--- src/rtl/uart_rx_word_pkg.sv ---
// Shared types for the word-assembling UART receiver: byte-FSM states,
// the byte-level result record and the byte-lane placement helper.
package uart_rx_word_pkg;

  localparam int DEF_CLKS_PER_BIT = 625;

  typedef enum logic [2:0] {
    ST_IDLE    = 3'd0,
    ST_START   = 3'd1,
    ST_DATA    = 3'd2,
    ST_STOP    = 3'd3,
    ST_CLEANUP = 3'd4
  } rx_state_e;

  typedef struct packed {
    logic       vld;   // good byte, 1-cycle strobe
    logic       ferr;  // stop bit sampled low, 1-cycle strobe
    logic [7:0] data;
  } rx_byte_t;

  // Byte lane inside the word for the idx-th received byte.
  function automatic int byte_slot(int idx, int nbytes, bit msb_first);
    return msb_first ? (nbytes - 1 - idx) : idx;
  endfunction

endpackage

--- src/rtl/uart_rx_byte.sv ---
// 8N1 byte receiver: 2-flop synchroniser, falling-edge start detect,
// mid-bit sampling. Emits a byte strobe or a frame-error strobe.
module uart_rx_byte
  import uart_rx_word_pkg::*;
#(
  parameter int CLKS_PER_BIT = DEF_CLKS_PER_BIT
) (
  input  logic     clk,
  input  logic     rst_n,
  input  logic     rx,
  output rx_byte_t rx_byte,
  output logic     idle
);

  localparam int            CW      = $clog2(CLKS_PER_BIT + 1);
  localparam logic [CW-1:0] HALF_M1 = CW'(CLKS_PER_BIT / 2 - 1);
  localparam logic [CW-1:0] BIT_M1  = CW'(CLKS_PER_BIT - 1);

  rx_state_e     state;
  logic [1:0]    sync;
  logic          rx_s;
  logic          rx_prev;
  logic [CW-1:0] cnt;
  logic [2:0]    bit_idx;
  logic [7:0]    shreg;

  assign rx_s = sync[1];
  assign idle = (state == ST_IDLE);

  always_ff @(posedge clk or negedge rst_n) begin
    if (!rst_n) begin
      sync    <= 2'b11;
      rx_prev <= 1'b1;
      state   <= ST_IDLE;
      cnt     <= '0;
      bit_idx <= '0;
      shreg   <= '0;
      rx_byte <= '0;
    end else begin
      sync         <= {sync[0], rx};
      rx_prev      <= rx_s;
      rx_byte.vld  <= 1'b0;
      rx_byte.ferr <= 1'b0;
      case (state)
        ST_IDLE: begin
          cnt     <= '0;
          bit_idx <= '0;
          if (rx_prev && !rx_s) state <= ST_START;
        end
        ST_START: begin
          // Line back high at mid start bit is a glitch, not a frame.
          if (cnt == HALF_M1) begin
            cnt   <= '0;
            state <= rx_s ? ST_IDLE : ST_DATA;
          end else cnt <= cnt + 1'b1;
        end
        ST_DATA: begin
          if (cnt == BIT_M1) begin
            cnt     <= '0;
            shreg   <= {rx_s, shreg[7:1]};
            bit_idx <= bit_idx + 1'b1;
            if (bit_idx == 3'd7) state <= ST_STOP;
          end else cnt <= cnt + 1'b1;
        end
        ST_STOP: begin
          if (cnt == BIT_M1) begin
            cnt <= '0;
            if (rx_s) begin
              rx_byte.vld  <= 1'b1;
              rx_byte.data <= shreg;
            end else begin
              rx_byte.ferr <= 1'b1;
            end
            state <= ST_CLEANUP;
          end else cnt <= cnt + 1'b1;
        end
        ST_CLEANUP: state <= ST_IDLE;
        default:    state <= ST_IDLE;
      endcase
    end
  end

endmodule

--- src/rtl/uart_rx_word.sv ---
// UART word receiver: packs WORD_BYTES bytes into one word with selectable
// byte order, inter-byte timeout, framing-error drop and ready/valid output.
module uart_rx_word
  import uart_rx_word_pkg::*;
#(
  parameter int CLKS_PER_BIT = DEF_CLKS_PER_BIT,
  parameter int WORD_BYTES   = 4,
  parameter int MSB_FIRST    = 1,
  parameter int TIMEOUT_BITS = 20
) (
  input  logic                    i_clk,
  input  logic                    i_rstn,
  input  logic                    uart_rx,
  input  logic                    i_ready,
  output logic                    o_datavalid,
  output logic [8*WORD_BYTES-1:0] dataout,
  output logic                    o_busy,
  output logic                    o_frameerr,
  output logic                    o_timeout,
  output logic                    o_overrun
);

  localparam int            IW    = $clog2(WORD_BYTES + 1);
  localparam int            TMAX  = TIMEOUT_BITS * CLKS_PER_BIT;
  localparam int            TW    = $clog2(TMAX + 1);
  localparam logic [IW-1:0] LAST  = IW'(WORD_BYTES - 1);
  localparam logic [TW-1:0] TLAST = TW'(TMAX - 1);

  rx_byte_t rx_byte;
  logic     byte_idle;

  logic [IW-1:0]                 idx;
  logic [TW-1:0]                 tcnt;
  logic [WORD_BYTES-1:0][7:0]    word_buf;
  logic [WORD_BYTES-1:0][7:0]    asm_word;
  logic                          word_done;

  uart_rx_byte #(
    .CLKS_PER_BIT(CLKS_PER_BIT)
  ) u_byte (
    .clk    (i_clk),
    .rst_n  (i_rstn),
    .rx     (uart_rx),
    .rx_byte(rx_byte),
    .idle   (byte_idle)
  );

  // Word as it stands with the current strobed byte merged into its lane.
  for (genvar k = 0; k < WORD_BYTES; k++) begin : g_lane
    localparam int SLOT = byte_slot(k, WORD_BYTES, MSB_FIRST != 0);
    assign asm_word[SLOT] = (idx == IW'(k)) ? rx_byte.data : word_buf[SLOT];
  end

  assign word_done = rx_byte.vld && (idx == LAST);
  assign o_busy    = !byte_idle || (idx != '0);

  always_ff @(posedge i_clk or negedge i_rstn) begin
    if (!i_rstn) begin
      idx         <= '0;
      tcnt        <= '0;
      word_buf    <= '0;
      dataout     <= '0;
      o_datavalid <= 1'b0;
      o_frameerr  <= 1'b0;
      o_timeout   <= 1'b0;
      o_overrun   <= 1'b0;
    end else begin
      o_frameerr <= rx_byte.ferr;
      o_timeout  <= 1'b0;
      o_overrun  <= 1'b0;

      if (rx_byte.ferr) begin
        idx <= '0;
      end else if (rx_byte.vld) begin
        word_buf <= asm_word;
        idx      <= (idx == LAST) ? '0 : idx + 1'b1;
      end

      // Strobes only occur outside IDLE, so this never races the byte path.
      if (byte_idle && (idx != '0)) begin
        if (tcnt == TLAST) begin
          tcnt      <= '0;
          idx       <= '0;
          o_timeout <= 1'b1;
        end else tcnt <= tcnt + 1'b1;
      end else begin
        tcnt <= '0;
      end

      if (word_done) begin
        if (o_datavalid && !i_ready) begin
          o_overrun <= 1'b1;
        end else begin
          dataout     <= asm_word;
          o_datavalid <= 1'b1;
        end
      end else if (o_datavalid && i_ready) begin
        o_datavalid <= 1'b0;
      end
    end
  end

endmodule

--- config.mk ---
export PLATFORM = sky130hd
export DESIGN_NAME = uart_rx_word
export DESIGN_NICKNAME = d
export VERILOG_FILES = /design/src/rtl/uart_rx_word_pkg.sv /design/src/rtl/uart_rx_byte.sv /design/src/rtl/uart_rx_word.sv
export SDC_FILE = /design/constraint.sdc
export NUM_CORES = 1
export LEC_CHECK = 0
export CAP_MARGIN = 20
export CORE_ASPECT_RATIO = 0.7
export CORE_MARGIN = 5
export CORE_UTILIZATION = 62
export DETAILED_ROUTE_END_ITERATION = 16
export PLACE_DENSITY = 0.91
export SLEW_MARGIN = 20
export SYNTH_ARGS = -nofsm -noshare
export SYNTH_HDL_FRONTEND = slang
export SYNTH_SLANG_ARGS = --single-unit
--- constraint.sdc ---
create_clock -name i_clk -period 6.2 [get_ports i_clk]
set_input_delay 1.55 -clock i_clk [delete_from_list [all_inputs] [get_ports i_clk]]
set_output_delay 1.55 -clock i_clk [all_outputs]
set_load 0.01 [all_outputs]
==> results of run 1 <==
[metal layers]
metal  vias to the layer above  GRT usage
met4                         0      0.102
li1                       1561          -
met2                        88      0.380
met1                      1696      0.303
met5                         -          0
met3                        29     0.0620
[power by group through the flow]
stage               sequential, mW  clock, mW  combinational [mW]
floorplan                    0.797          0              0.0424
global placement             0.803          0              0.0645
detailed placement           0.804          0              0.0699
CTS                          0.792      0.897              0.0712
global route                 0.796      0.932              0.0838
finish                       0.793      0.883              0.0691
[critical path: stages, from the launching register on]
cell and delay (ps):
dfrtp_1 400, inv_1 130, ha_1 180, nand2b_1 360, or2_2 440, clkdlybuf4s50_1 480
[final timing paths]
check,endpoint,depth (start not counted)
max in group asynchronous,dataout[20],2
min reg2reg,u_byte.sync[1],0
min,u_byte.sync[1],0
max,o_busy,5
min in group asynchronous,u_byte.cnt[9],1
max reg2reg,word_buf[27],5
[registers in the layout (all words and copies together), names as in the netlist]
name,flops
dataout,32
idx,3
u_byte.rx_byte,10
tcnt,14
u_byte.cnt,10
word_buf,24
u_byte.sync,2
u_byte.shreg,8
o_frameerr,1
u_byte.bit_idx,3
o_datavalid,1
u_byte.rx_prev,1
u_byte.state,3
o_overrun,1
o_timeout,1
[placed cells by master (no fill, tap or decap), types with 3 or more instances in the layout]
cell type and count:
clkdlybuf4s50_1 39, mux2_2 44, nor3_1 5, mux2i_1 28, nor2_1 33, dfstp_2 3, clkbuf_1 4, clkinv_2 3
inv_1 13, clkbuf_16 17, mux2_4 4, or2_2 5, nor2b_1 3, o21ai_0 37, a31oi_1 3, xnor2_1 6
nand2b_1 6, nand2_1 43, nand3_1 17, clkbuf_8 6, xor2_1 6, and3_1 3, ha_1 9, dfrtp_1 111
[kinds of logic after synthesis]
logic type      synth area share
compound gates            0.0509
xor+xnor                  0.0211
fa+ha+maj                 0.0226
buf+inv                   0.0266
flops                      0.572
mux                        0.167
simple gates               0.139
[layout make-up]
cell class                 count  share of cell area
sequential                   114               0.477
clock inverter                 4             0.00376
tap                          101              0.0211
multi-input combinational    282               0.335
inverter                      13             0.00815
clock buffer                  27              0.0874
timing repair buffer          41              0.0677
==> results.md, run 1 <==
- Status: finished, final reports clean
- CP endpoint kind: output port
- Die height: 85.1 um
- Gpl congestion: 0.856
- CTS tree: built
- CTS H-tree depth: 4
- Ratio of cells with drive above 1 in the final layout: 0.187
- Ranking of synthesized cells by area: dfrtp_1, mux2_2, mux2i_1, o21ai_0, nand2_1
- Worst Hold Slack: 355 ps
- Final period utilization: 0.636
- Arrival time worst endpoint: 2390 ps
- Mapped Nets: 439
- Wire length per cell: 18.1 um
- Dominant cell type by area after synthesis: dfrtp_1
- Most common library cells after synthesis: dfrtp_1, mux2_2, nand2_1
- Clock power share: 0.506
- Main flop type after synthesis: dfrtp_1
- Peak supply drop: 0.252 mV
- Clock buffer depth: 2
- Layout net count: 482
- Placed Cells: 551
- Met3 WL: 596 um
- Crit. Startpoint: idx[0]
- Post-synth EDFFs: 0
- Worst Setup Path Type: register to output port
- TritonCTS Buffers: 17
- CP Data Required Time: 4650 ps
- Non-filler cells, final: 582
- Fin area: 5990 um2
- Starting Density: 0.634
- CORE AREA: 7870 um2
- Cell internal pwr: 1.36 mW
- Vias in the first global route: 3531
- Io pins: 41
- Switching Share: 0.219
- Post-CTS Resized: 0
- Clk slew on worst S/H paths: 50 ps
- Switching pwr: 0.382 mW
- RR Startpoint: idx[0]
- Reg power frac: 0.454
- Reg2reg setup slack: 3940 ps
- Post-CTS setup repair buffer count: 0
- Worst hold start: u_byte.sync[0]
- Finished Core Util: 0.761
- Worst-Margin Slew: 983 ps
- Die Footprint: 9970 um2
- Gr ovfl total: 0
- Count leader, synth: dfrtp_1
- First-pass GRT wire length: 17900 um
- # DRC: 0
- Ant diodes: 0
- Combinational power share: 0.040
- CTS Sinks: 114
- Worst skew pair latency: 410 ps
- Detailed-placement wirelength estimate: 6640 um
- Die width: 117 um
- Gr usage total: 0.236
- F_max: 253 MHz
- Final TNS setup: 0 ps
- FP Rows: 27
- Top sig layer: met4
- Reg area: 2860 um2
- RSZ-0062 raised after global routing: no
- IO Port Bufs: 40
- Asr flop ratio synth: 1.00
- Antenna violations before repair: 0
- Pre-CTS WS: 2680 ps
- Yosys warnings: 0
- Static Leakage: 2.87 nW
- Max Slew Vio Count: 0
- Initial DRT Pass Iterations: 4
- Area delta synth->final: 20.0%
- Iteration-0 DRC Markers: 302
- Mean Syn Cell Area: 11.7 um2
- Crit-path max FO: 12
- Hold Violations, Final: 0
- Post-synthesis sequential area ratio: 0.572
- Root Driver: clkbuf_16
- Max Cap Viol: 0
- Largest net degree at the start of global routing: 63
- Element type at the critical path start: register
- Cells after Synth: 426
- Final Skew: 7.61 ps
- Post-Place Cell Area: 5440 um2
- # fillers: 455
- PD cells: 291 nW/um2
- # setup viols final: 0
- Synth unique cells: 45
- Vias/cell: 5.80
- Final wirelength: 10500 um
- Slew margin rel.: 0.345
- Final min period: 3940 ps
- Worst hold path type: register to register
- Area of the multi-input gates: 2000 um2
- Flops & latches, synth: 114
- PnR worst setup slack: 2260 ps
- Synthesized cell area: 4990 um2
- Total Power: 1.75 mW
- Post-DRT Antenna Nets: 0
- Met1 wire length: 4340 um
- Via count: 3374
- Post-synth top area share: 0.557
- Post-CTS Hold Fix Bufs: 0
- WL met2: 5320 um
Power figures use the tool's default switching activity.
==> run 2, diff against run 1 <==
CORE_UTILIZATION = 57   (was 62)
PLACE_DENSITY = 0.86   (was 0.91)
clock period = 3.65 ns   (was 6.2 ns; I/O delays follow)
==> results.md, run 2 (synthesis results as in run 1) <==
- Max Slew Vio Count: 0
- Vias in the first global route: 3358
- Reg power frac: 0.450
- F_max: 310 MHz
- TritonCTS Buffers: 17
- Slew margin rel.: 0.378
- Layout net count: 483
- Post-CTS Hold Fix Bufs: 0
- Post-DRT Antenna Nets: 0
- Clock buffer depth: 2
- Io pins: 41
- Switching Share: 0.213
- First-pass GRT wire length: 16100 um
- Iteration-0 DRC Markers: 159
- Worst skew pair latency: 410 ps
- Clk slew on worst S/H paths: 50 ps
- # DRC: 0
- FP Rows: 28
- CP Data Required Time: 2740 ps
- Vias/cell: 5.50
- Most flops, register: dataout
- Detailed-placement wirelength estimate: 6340 um
- Crit-path max FO: 26
- Ant diodes: 0
- IO Port Bufs: 40
- Arrival time worst endpoint: 2320 ps
- Post-CTS setup repair buffer count: 0
- Largest registers: dataout: 32 flops, word_buf: 24 flops, tcnt: 14 flops
- Gr usage total: 0.198
- # setup viols final: 0
- Max reg flops: 32
- CTS Sinks: 114
- CORE AREA: 8510 um2
- Final period utilization: 0.885
- Worst Setup Path Type: register to output port
- Die width: 122 um
- Gpl congestion: 0.795
- PD cells: 497 nW/um2
- Worst hold path type: register to register
- Most frequent cells in the layout: dfrtp_1, mux2_2, nand2_1
- Via count: 3311
- CP endpoint kind: output port
- Final min period: 3230 ps
- Final Skew: 3.97 ps
- Commonest non-fill, non-tap cell in the layout: dfrtp_1
- Static Leakage: 2.90 nW
- Initial DRT Pass Iterations: 4
- Total Power: 3.01 mW
- Combinational power share: 0.041
- Switching pwr: 0.640 mW
- Die Footprint: 10800 um2
- Hold Violations, Final: 0
- Max Cap Viol: 0
- CTS H-tree depth: 4
- Largest net degree at the start of global routing: 61
- Post-CTS Resized: 0
- Element type at the critical path start: register
- Wire length per cell: 16.1 um
- Peak supply drop: 0.290 mV
- Starting Density: 0.586
- Cell internal pwr: 2.37 mW
- Gr ovfl total: 0
- Die height: 88.3 um
- Area delta synth->final: 21.1%
- CTS tree: built
- Status: finished, final reports clean
- Antenna violations before repair: 0
- Clock power share: 0.509
- RSZ-0062 raised after global routing: no
- Ratio of cells with drive above 1 in the final layout: 0.189
- Root Driver: clkbuf_16
- Final wirelength: 9660 um
- Worst-Margin Slew: 932 ps
- Final TNS setup: 0 ps
-- run 2: cell types whose count changed in the layout (fill, tap and decap cells not counted) --
cell,before,now
clkbuf_8,6,5
clkinvlp_4,1,0
clkinv_2,3,4
buf_12,0,1
bufinv_16,0,1
-- run 2: final timing paths --
path,startpoint,end,slack [ps],cells after the start
min in group asynchronous,i_rstn,u_byte.cnt[2],540,1
worst max register to register,idx[0],word_buf[10],1420,5
max in group asynchronous,i_rstn,u_byte.sync[0],2330,2
worst min register to register,u_byte.sync[0],u_byte.sync[1],350,0
worst min-delay path,u_byte.sync[0],u_byte.sync[1],350,0
worst max-delay path,u_byte.state[2],o_busy,420,3
-- run 2: power by group through the flow --
stage	registers, mW	clock network, mW	logic (mW)
global placement	1.36	0	0.112
detailed placement	1.37	0	0.120
finish	1.35	1.53	0.123
global route	1.36	1.63	0.144
floorplan	1.35	0	0.0721
CTS	1.35	1.56	0.125
-- run 2: metal layers --
| layer | GRT usage | vias to the layer above | wire, um |
|---|---|---|---|
| li1 | - | 1560 | - |
| met1 | 0.243 | 1662 | 4100 |
| met2 | 0.326 | 72 | 4860 |
| met3 | 0.0639 | 17 | 527 |
| met4 | 0.0865 | 0 | 178 |
| met5 | 0 | - | 0 |
-- run 2: area by class of cell --
type / instances / area [um2]
clock buffer: 26 / 509
clock inverter: 5 / 50.0
sequential: 114 / 2860
tap: 120 / 150
fill: 577 / 2470
multi-input combinational: 282 / 2000
timing repair buffer: 42 / 425
inverter: 13 / 48.8
-- run 2: critical path: stages, from the launching register on --
cell,delay (ps)
dfrtp_1,640
or3_1,480
or2_2,310
clkdlybuf4s50_1,480
-- run 2: stage by stage --
step	utilization	setup slack, ps	instances	cell area (um2)	hold slack (ps)
6_report	0.710	420	602	6040	355
5_1_grt	0.710	316	602	6040	356
4_1_cts	0.710	414	602	6040	354
3_5_place_dp	0.644	860	571	5490	347
3_3_place_gp	0.644	905	571	5490	347
2_1_floorplan	-	1460	426	4990	345
